## src/rtl/esfa_trial_scheduler.sv

```systemverilog
// esfa_trial_scheduler
//   Runs a host-requested batch of ESFA core trials. Each trial gets one launch pulse, then a
//   watchdog supervises the core while it starts and while it runs. The block keeps
//   saturating pass/fail tallies and the address of the first failing trial. When a batch
//   ends it reports done, and it also reports whether the watchdog or a host abort ended it.
//
// Ports
//   masterClock       in   clock; all state changes on the rising edge
//   reset             in   synchronous, active-high
//   cmdValid          in   one-cycle command strobe
//   cmdStart          in   1 = start batch, 0 = abort batch
//   cmdCount          in   number of trials in the batch (start only)
//   cmdReady          out  a start command is accepted this cycle
//   coreDoRun         out  registered launch pulse to the core
//   coreIsRunning     in   core busy
//   coreWasSuccessful in   core result, valid after coreIsRunning falls
//   coreFailAddr      in   core failing address
//   busy              out  batch in progress
//   done              out  batch finished; sticky until the next accepted start
//   passCount         out  passed trials (saturating)
//   failCount         out  failed or timed-out trials (saturating)
//   firstFailAddr     out  address of the first failing trial in the batch
//   firstFailValid    out  firstFailAddr holds a capture
//   timeoutFlag       out  batch ended by the watchdog
//   abortFlag         out  batch ended by a host abort
module esfa_trial_scheduler #(
    parameter int unsigned COUNT_W     = 16,
    parameter int unsigned ADDR_W      = 32,
    parameter int unsigned START_WAIT  = 16,
    parameter int unsigned RUN_TIMEOUT = 1000000
) (
    input  logic               masterClock,
    input  logic               reset,
    input  logic               cmdValid,
    input  logic               cmdStart,
    input  logic [COUNT_W-1:0] cmdCount,
    output logic               cmdReady,
    output logic               coreDoRun,
    input  logic               coreIsRunning,
    input  logic               coreWasSuccessful,
    input  logic [ADDR_W-1:0]  coreFailAddr,
    output logic               busy,
    output logic               done,
    output logic [COUNT_W-1:0] passCount,
    output logic [COUNT_W-1:0] failCount,
    output logic [ADDR_W-1:0]  firstFailAddr,
    output logic               firstFailValid,
    output logic               timeoutFlag,
    output logic               abortFlag
);

    // The timer is shared by both watchdog phases, so it is sized for the longer one.
    localparam int unsigned TimerMax = (RUN_TIMEOUT > START_WAIT) ? RUN_TIMEOUT : START_WAIT;
    localparam int unsigned TimerW   = $clog2(TimerMax);
    localparam logic [TimerW-1:0] StartLimit = TimerW'(START_WAIT - 1);
    localparam logic [TimerW-1:0] RunLimit   = TimerW'(RUN_TIMEOUT - 1);

    typedef enum logic [2:0] {
        StIdle,
        StLaunch,
        StWaitStart,
        StRunning,
        StRecord
    } stateT;

    stateT               stateQ, stateD;
    logic [TimerW-1:0]   timerQ, timerD;
    logic [COUNT_W-1:0]  remainingQ, remainingD;
    logic [COUNT_W-1:0]  passCountQ, passCountD;
    logic [COUNT_W-1:0]  failCountQ, failCountD;
    logic [ADDR_W-1:0]   firstFailAddrQ, firstFailAddrD;
    logic                firstFailValidQ, firstFailValidD;
    logic                doneQ, doneD;
    logic                timeoutFlagQ, timeoutFlagD;
    logic                abortFlagQ, abortFlagD;
    logic                doRunQ;

    logic                abortReq;
    logic                startReq;
    logic [COUNT_W-1:0]  passInc;
    logic [COUNT_W-1:0]  failInc;

    assign cmdReady = (stateQ == StIdle) && !coreIsRunning;
    assign abortReq = cmdValid && !cmdStart;
    assign startReq = cmdValid && cmdStart && cmdReady;

    // Saturating increments: the tallies stick at all-ones instead of wrapping.
    assign passInc = (passCountQ == '1) ? passCountQ : passCountQ + 1'b1;
    assign failInc = (failCountQ == '1) ? failCountQ : failCountQ + 1'b1;

    always_comb begin
        stateD          = stateQ;
        timerD          = timerQ;
        remainingD      = remainingQ;
        passCountD      = passCountQ;
        failCountD      = failCountQ;
        firstFailAddrD  = firstFailAddrQ;
        firstFailValidD = firstFailValidQ;
        doneD           = doneQ;
        timeoutFlagD    = timeoutFlagQ;
        abortFlagD      = abortFlagQ;

        if ((stateQ != StIdle) && abortReq) begin
            // An abort beats a same-cycle result or timeout. The in-flight trial is dropped.
            stateD     = StIdle;
            abortFlagD = 1'b1;
            doneD      = 1'b1;
        end else begin
            unique case (stateQ)
                StIdle: begin
                    if (startReq) begin
                        passCountD      = '0;
                        failCountD      = '0;
                        firstFailAddrD  = '0;
                        firstFailValidD = 1'b0;
                        timeoutFlagD    = 1'b0;
                        abortFlagD      = 1'b0;
                        remainingD      = cmdCount;
                        if (cmdCount == '0) begin
                            // Empty batch: finish at once without launching the core.
                            doneD = 1'b1;
                        end else begin
                            doneD  = 1'b0;
                            stateD = StLaunch;
                        end
                    end
                end

                StLaunch: begin
                    timerD = '0;
                    stateD = StWaitStart;
                end

                StWaitStart: begin
                    if (coreIsRunning) begin
                        timerD = '0;
                        stateD = StRunning;
                    end else if (timerQ == StartLimit) begin
                        failCountD   = failInc;
                        timeoutFlagD = 1'b1;
                        doneD        = 1'b1;
                        stateD       = StIdle;
                    end else begin
                        timerD = timerQ + 1'b1;
                    end
                end

                StRunning: begin
                    if (!coreIsRunning) begin
                        stateD = StRecord;
                    end else if (timerQ == RunLimit) begin
                        failCountD   = failInc;
                        timeoutFlagD = 1'b1;
                        doneD        = 1'b1;
                        stateD       = StIdle;
                    end else begin
                        timerD = timerQ + 1'b1;
                    end
                end

                StRecord: begin
                    if (coreWasSuccessful) begin
                        passCountD = passInc;
                    end else begin
                        failCountD = failInc;
                        if (!firstFailValidQ) begin
                            firstFailAddrD  = coreFailAddr;
                            firstFailValidD = 1'b1;
                        end
                    end
                    if (remainingQ == COUNT_W'(1)) begin
                        doneD  = 1'b1;
                        stateD = StIdle;
                    end else begin
                        remainingD = remainingQ - 1'b1;
                        stateD     = StLaunch;
                    end
                end

                default: stateD = StIdle;
            endcase
        end
    end

    always_ff @(posedge masterClock) begin
        if (reset) begin
            stateQ          <= StIdle;
            timerQ          <= '0;
            remainingQ      <= '0;
            passCountQ      <= '0;
            failCountQ      <= '0;
            firstFailAddrQ  <= '0;
            firstFailValidQ <= 1'b0;
            doneQ           <= 1'b0;
            timeoutFlagQ    <= 1'b0;
            abortFlagQ      <= 1'b0;
            doRunQ          <= 1'b0;
        end else begin
            stateQ          <= stateD;
            timerQ          <= timerD;
            remainingQ      <= remainingD;
            passCountQ      <= passCountD;
            failCountQ      <= failCountD;
            firstFailAddrQ  <= firstFailAddrD;
            firstFailValidQ <= firstFailValidD;
            doneQ           <= doneD;
            timeoutFlagQ    <= timeoutFlagD;
            abortFlagQ      <= abortFlagD;
            // Registered so the pulse is high during exactly the launch cycle.
            doRunQ          <= (stateD == StLaunch);
        end
    end

    assign coreDoRun      = doRunQ;
    assign busy           = (stateQ != StIdle);
    assign done           = doneQ;
    assign passCount      = passCountQ;
    assign failCount      = failCountQ;
    assign firstFailAddr  = firstFailAddrQ;
    assign firstFailValid = firstFailValidQ;
    assign timeoutFlag    = timeoutFlagQ;
    assign abortFlag      = abortFlagQ;

endmodule

```

## config.mk

```make
export PLATFORM = sky130hd
export DESIGN_NAME = esfa_trial_scheduler
export DESIGN_NICKNAME = d
export VERILOG_FILES = /design/src/rtl/esfa_trial_scheduler.sv
export SDC_FILE = /design/constraint.sdc
export NUM_CORES = 1
export LEC_CHECK = 0
export CAP_MARGIN = 5
export CORE_AREA = 10 10 142 92
export CTS_CLUSTER_DIAMETER = 60
export DETAILED_ROUTE_END_ITERATION = 16
export DIE_AREA = 0 0 152 102
export HOLD_SLACK_MARGIN = 0.15
export PLACE_DENSITY_LB_ADDON = 0.1
export SKIP_LAST_GASP = 1
export SYNTH_ARGS = -nofsm -noshare
export SYNTH_HDL_FRONTEND = slang
export SYNTH_SLANG_ARGS = --single-unit
```

## constraint.sdc

```tcl
create_clock -name masterClock -period 4.82 [get_ports masterClock]
set_input_delay 0.964 -clock masterClock [delete_from_list [all_inputs] [get_ports masterClock]]
set_output_delay 0.964 -clock masterClock [all_outputs]
set_load 0.02 [all_outputs]
```

==> results.py, run 1 <==
metrics = {
    "timing": {
        "max_freq_mhz": 293.5,
        "worst_slew_pin_slew_ns": 1.023,
        "hold_slack_ns": 0.4506,
        "period_minus_slack_ns": 3.407,
        "fin_crit_sh_pct": 70.68,
        "maxSlewHeadroom_pct": 31.20,
        "final_max_slew_viol_count": 0,
        "tns_ns": 0,
        "rsz0062_at_grt": "no",
        "finalSetupViolCount": 0,
        "finalHoldViolCount": 0,
        "fin_skew_ns": 0.007155,
    },
    "placement": {
        "portBuffers": 124,
        "gp_congestion": 0.9067,
        "dpl_cell_area_um2": 6699,
        "dp_hpwl_um": 11520,
        "dp.cells": 920,
    },
    "grt": {
        "grt_max_degree": 59,
        "grt_antenna_before_repair": 0,
        "grt_pass1_wl_um": 25530,
        "globalRouteTotalUtil_pct": 19.08,
        "first_global_vias": 5055,
        "overflow": 0,
    },
    "route": {
        "wl_met3_um": 1739,
        "detail_route.first_pass.iterations": 6,
        "wl_met2_um": 7128,
        "routed.top_layer": "met4",
        "routed_wl_um": 15850,
        "drt_iter0_markers": 638,
        "routedWlPerCell_um": 16.93,
        "drc": 0,
        "wl_met1_um": 6809,
        "vias_per_cell": 5.910,
        "vias": 5532,
        "antenna_left": 0,
    },
    "clocking": {
        "cts-resized-gates": 0,
        "root_buffer": "clkbuf_16",
        "hold_buffers": 0,
        "cts.sink_count": 108,
        "clkTransAtPathRegs_ns": 0.07,
        "clkLatencyLatePin_ns": 0.35,
        "cts_htree_levels": 3,
        "tritoncts": "built",
        "cts_setup_buffers": 0,
        "cts.path.max_buffers": 2,
        "cts-buffers-inserted": 9,
    },
    "floorplan": {
        "start_util_pct": 52.87,
        "die_w_um": 152,
        "die-area_um2": 15500,
        "core-area_um2": 10380,
        "fp-row-count": 29,
        "dieHeight_um": 102,
        "pin_count": 125,
    },
    "worst_setup_path": {
        "crit_type": "flop to flop",
        "startpoint_type": "flop",
        "crit_path_end_kind": "flop",
        "cp.required_ns": 5.03,
        "path_max_fanout": 58,
        "worstPathArrival_ns": 3.61,
    },
    "synthesis": {
        "synth_top_cells_by_count": "108 x dfxtp_1, 87 x nand2_1, 71 x a21oi_1",
        "ys_seq_elements": 108,
        "synthArstFlopShare_pct": 0,
        "netlist.area_leader.share_pct": 39.41,
        "ys.warnings.count": 0,
        "synthesis.area_um2": 5487,
        "ys.flop_type": "dfxtp_1",
        "synth_area_leaders": "dfxtp_1 39%, a21oi_1 6.5%, nand3_1 6.1%",
        "synth_top_cell_by_area": "dfxtp_1",
        "syn_area_per_cell_um2": 7.906,
        "synth_edf_count": 0,
        "seq_area_frac_synth_pct": 39.41,
        "synth.most_common_cell": "dfxtp_1",
        "syn_nets": 753,
        "syn_inst": 694,
        "yosysUniqueCellTypes": 63,
    },
    "layout": {
        "area_growth_pct": 27.75,
        "final_util_pct": 67.54,
        "drive_gt1_share_pct": 5.521,
        "fillers": 864,
        "nets": 851,
        "fin_cells": 936,
        "final_area_um2": 7009,
        "antennaDiodeCount": 0,
    },
    "status": {
        "status": "finished clean",
    },
    "run": {
        "max_cap_viol_count": 0,
    },
    "worst_hold_path": {
        "hp-class": "flop to flop",
    },
    "power": {
        "power_density_nw_per_um2": 269.1,
        "leakage_nw": 2.255,
        "ir_drop_mv": 0.1758,
    },
}
layout make-up:
cell class	instances	area (µm²)	share of cell area, %
clock buffer	10	239.0	3.409
timing repair buffer	129	1274	18.17
multi-input combinational	533	3048	43.48
inverter	11	41.29	0.5891
sequential	108	2162	30.85
clock inverter	6	71.32	1.017
tap	139	173.9	2.481
stage by stage:
| step | setup slack, ns | total power (W) |
|---|---|---|
| after floorplan | 2.209 | 0.001055 |
| after global placement | 1.207 | 0.001131 |
| after detailed placement | 1.127 | 0.001136 |
| after CTS | 1.442 | 0.001896 |
| after global routing | 1.057 | 0.001952 |
| final | 1.413 | 0.001886 |
critical path: stages, from the launching register on:
cell	delay, ns
dfxtp_1	0.75
nor3b_4	0.28
buf_4	0.50
nor2_1	0.28
or4_1	0.63
nand2_1	0.54
or4_1	0.21
a21oi_1	0.06
worst paths after layout:
path	from	endpoint	slack, ns	cells after the start
setup / recovery	stateQ[2]	failCount[14]	1.41	7
hold reg to reg	firstFailAddr[19]	firstFailAddr[19]	0.45	2
hold / removal	firstFailAddr[19]	firstFailAddr[19]	0.45	2
setup reg to reg	stateQ[2]	failCount[14]	1.41	7
sequential cells by signal (all words and copies together) (netlist names):
| name | cells |
|---|---|
| firstFailAddr | 32 |
| done | 1 |
| coreDoRun | 1 |
| stateQ | 3 |
| passCount | 16 |
| abortFlag | 1 |
| timeoutFlag | 1 |
| remainingQ | 16 |
| failCount | 16 |
| timerQ | 20 |
| firstFailValid | 1 |
cell usage in the layout (no fill, tap or decap), types with 3 or more instances in the layout:
cell,n
and2_1,3
buf_4,5
nor2b_1,6
a21oi_1,70
nand4_1,12
and3_1,7
o41ai_1,3
and4_1,6
o31ai_1,16
xnor2_1,22
ha_1,5
nor4_1,16
nand3_1,67
or4_4,3
o21ai_1,3
clkdlybuf4s50_1,123
or4_1,13
or3_1,8
xor2_1,4
a211oi_1,5
a22oi_1,8
nand2_1,87
nor3_1,20
nand2b_1,5
dfxtp_1,108
o21ai_0,29
nor2_1,66
nor4b_1,4
o211ai_1,5
inv_1,11
clkbuf_16,9
cell families (layout without fill, tap and decap cells):
logic type	after synthesis	in the layout	synth area share, %
mux	1	1	0.1824
flops	108	108	39.41
fa+ha+maj	5	5	1.140
simple gates	340	340	31.70
compound gates	161	161	18.09
xor+xnor	26	26	4.150
buf+inv	53	156	5.336
report_power, final:
group | switching (W) | leakage (nW) | internal (W)
logic | 0.000112 | 1.23 | 0.0000849
clock network | 0.000345 | 0.151 | 0.000423
registers | 0.0000165 | 0.873 | 0.000904
per-layer routing:
metal	vias up	GRT usage, %
met5	-	0
li1	2709	-
met2	223	30.07
met4	0	3.611
met3	18	8.725
met1	2582	23.80
Note: power is estimated with default switching activity, not from simulation.
==> run 2: changes to the inputs <==
- CORE_AREA: 10 10 142 92 -> 10 10 152 98
- DIE_AREA: 0 0 152 102 -> 0 0 162 108
- clock period: 4.82 -> 2.75 ns (I/O delays scaled with it)
==> results.py, run 2 (synthesized netlist as in run 1, its figures left out) <==
metrics = {
    "layout": {
        "final_cell_mix": "123 x clkdlybuf4s50_1, 108 x dfxtp_1, 87 x nand2_1",
        "antennaDiodeCount": 0,
        "area_growth_pct": 32.04,
        "largest_reg_flops": 32,
        "fillers": 1137,
        "layout_commonest_cell": "clkdlybuf4s50_1",
        "nets": 873,
        "drive_gt1_share_pct": 7.937,
        "final_area_um2": 7244,
    },
    "timing": {
        "setup_ws_ns": 0.1292,
        "fin_skew_ns": 0.01190,
        "finalSetupViolCount": 0,
        "max_freq_mhz": 381.6,
        "worst_slew_pin_slew_ns": 0.5924,
        "rsz0062_at_grt": "no",
        "fin_crit_sh_pct": 95.30,
        "finalHoldViolCount": 0,
        "maxSlewHeadroom_pct": 60.50,
        "final_max_slew_viol_count": 0,
        "period_minus_slack_ns": 2.621,
    },
    "clocking": {
        "root_buffer": "clkbuf_16",
        "tritoncts": "built",
        "cts-resized-gates": 0,
        "cts_setup_buffers": 0,
        "clkLatencyLatePin_ns": 0.35,
        "clkTransAtPathRegs_ns": 0.08,
        "cts_htree_levels": 3,
        "hold_buffers": 0,
        "cts-buffers-inserted": 9,
        "cts.sink_count": 108,
        "cts.path.max_buffers": 2,
    },
    "power": {
        "pwr-share-clk_pct": 38.8,
        "switching_share_pct": 26.37,
        "p_int_w": 0.002396,
        "ir_drop_mv": 0.2708,
        "total_switching_power_w": 0.0008583,
        "leakage_nw": 2.371,
        "pwr-share-seq_pct": 49.5,
        "pwr-share-comb_pct": 11.7,
        "power_density_nw_per_um2": 449.3,
    },
    "route": {
        "routed_wl_um": 15980,
        "antenna_left": 0,
        "drc": 0,
        "drt_iter0_markers": 420,
        "detail_route.first_pass.iterations": 5,
        "vias_per_cell": 5.620,
        "routedWlPerCell_um": 16.16,
        "vias": 5558,
    },
    "placement": {
        "gp_congestion": 0.8623,
        "pre_cts_ws_ns": -0.05333,
        "portBuffers": 124,
        "dp_hpwl_um": 11440,
        "dpl_cell_area_um2": 6953,
    },
    "floorplan": {
        "die-area_um2": 17500,
        "pin_count": 125,
        "die_w_um": 162,
        "fp-row-count": 32,
        "dieHeight_um": 108,
        "start_util_pct": 44.49,
        "core-area_um2": 12330,
    },
    "grt": {
        "overflow": 0,
        "grt_max_degree": 58,
        "grt_antenna_before_repair": 0,
        "grt_pass1_wl_um": 26190,
        "first_global_vias": 5124,
        "globalRouteTotalUtil_pct": 17.76,
    },
    "run": {
        "max_cap_viol_count": 0,
    },
    "worst_setup_path": {
        "cp.required_ns": 2.20,
        "path_max_fanout": 15,
        "startpoint_type": "flop",
        "worstPathArrival_ns": 2.07,
        "crit_type": "flop to output port",
        "crit_path_end_kind": "output port",
    },
    "worst_hold_path": {
        "hp-class": "flop to flop",
    },
    "status": {
        "status": "finished clean",
    },
}
-- run 2: cell count changes in the layout (fill, tap and decap cells not counted), sizes merged --
cell      delta
bufinv       -1
clkinv       +2
buf         +22
clkinvlp     -1
-- run 2: final cells by class --
type                       count  area, µm²  area share (%)
sequential                   108       2162           29.84
clock buffer                  10      229.0           3.161
tap                          170      212.7           2.936
timing repair buffer         151       1489           20.55
inverter                      11      41.29          0.5699
multi-input combinational    533       3053           42.14
clock inverter                 6      57.56          0.7945
-- run 2: power groups by stage --
stage	logic (W)	clock network [W]	registers, W
final	0.000379	0.00126	0.00161
after global routing	0.000416	0.00135	0.00162
after CTS	0.000380	0.00130	0.00161
after detailed placement	0.000378	0	0.00165
after global placement	0.000371	0	0.00165
after floorplan	0.000199	0	0.00165
-- run 2: through the flow --
step	std cells	setup TNS, ns	hold WS, ns	utilization, %	total power, W
final	989	0	0.4520	58.75	0.003255
after global routing	989	0	0.4713	58.75	0.003386
after CTS	989	0	0.4549	58.71	0.003293
after detailed placement	973	-0.3480	0.4442	56.38	0.002027
after global placement	973	0	0.4375	56.38	0.002018
after floorplan	694	0	0.4740	-	0.001849
-- run 2: path summary, 6_finish.rpt --
kind                           from                 to  slack (ns)  cells past startpoint
setup / recovery          stateQ[2]               busy        0.13                      3
hold / removal    firstFailAddr[17]  firstFailAddr[17]        0.45                      2
setup reg to reg          timerQ[0]       failCount[9]        0.37                      7
hold reg to reg   firstFailAddr[17]  firstFailAddr[17]        0.45                      2
-- run 2: routing by layer --
layer  wire [µm]  GRT usage, %  up-vias  share of wire (%)
met2        7092         26.89      138                 44
met5           0             0        -                  0
met3        1217         6.907        8                7.6
met1        7572         23.87     2651                 47
li1            -             -     2761                  -
met4          95         2.975        0               0.59
-- run 2: worst max-delay path: stages, from the launching register on --
cell             delay [ns]
dfxtp_1                0.67
inv_1                  0.20
nand2_1                0.21
clkdlybuf4s50_1        0.64
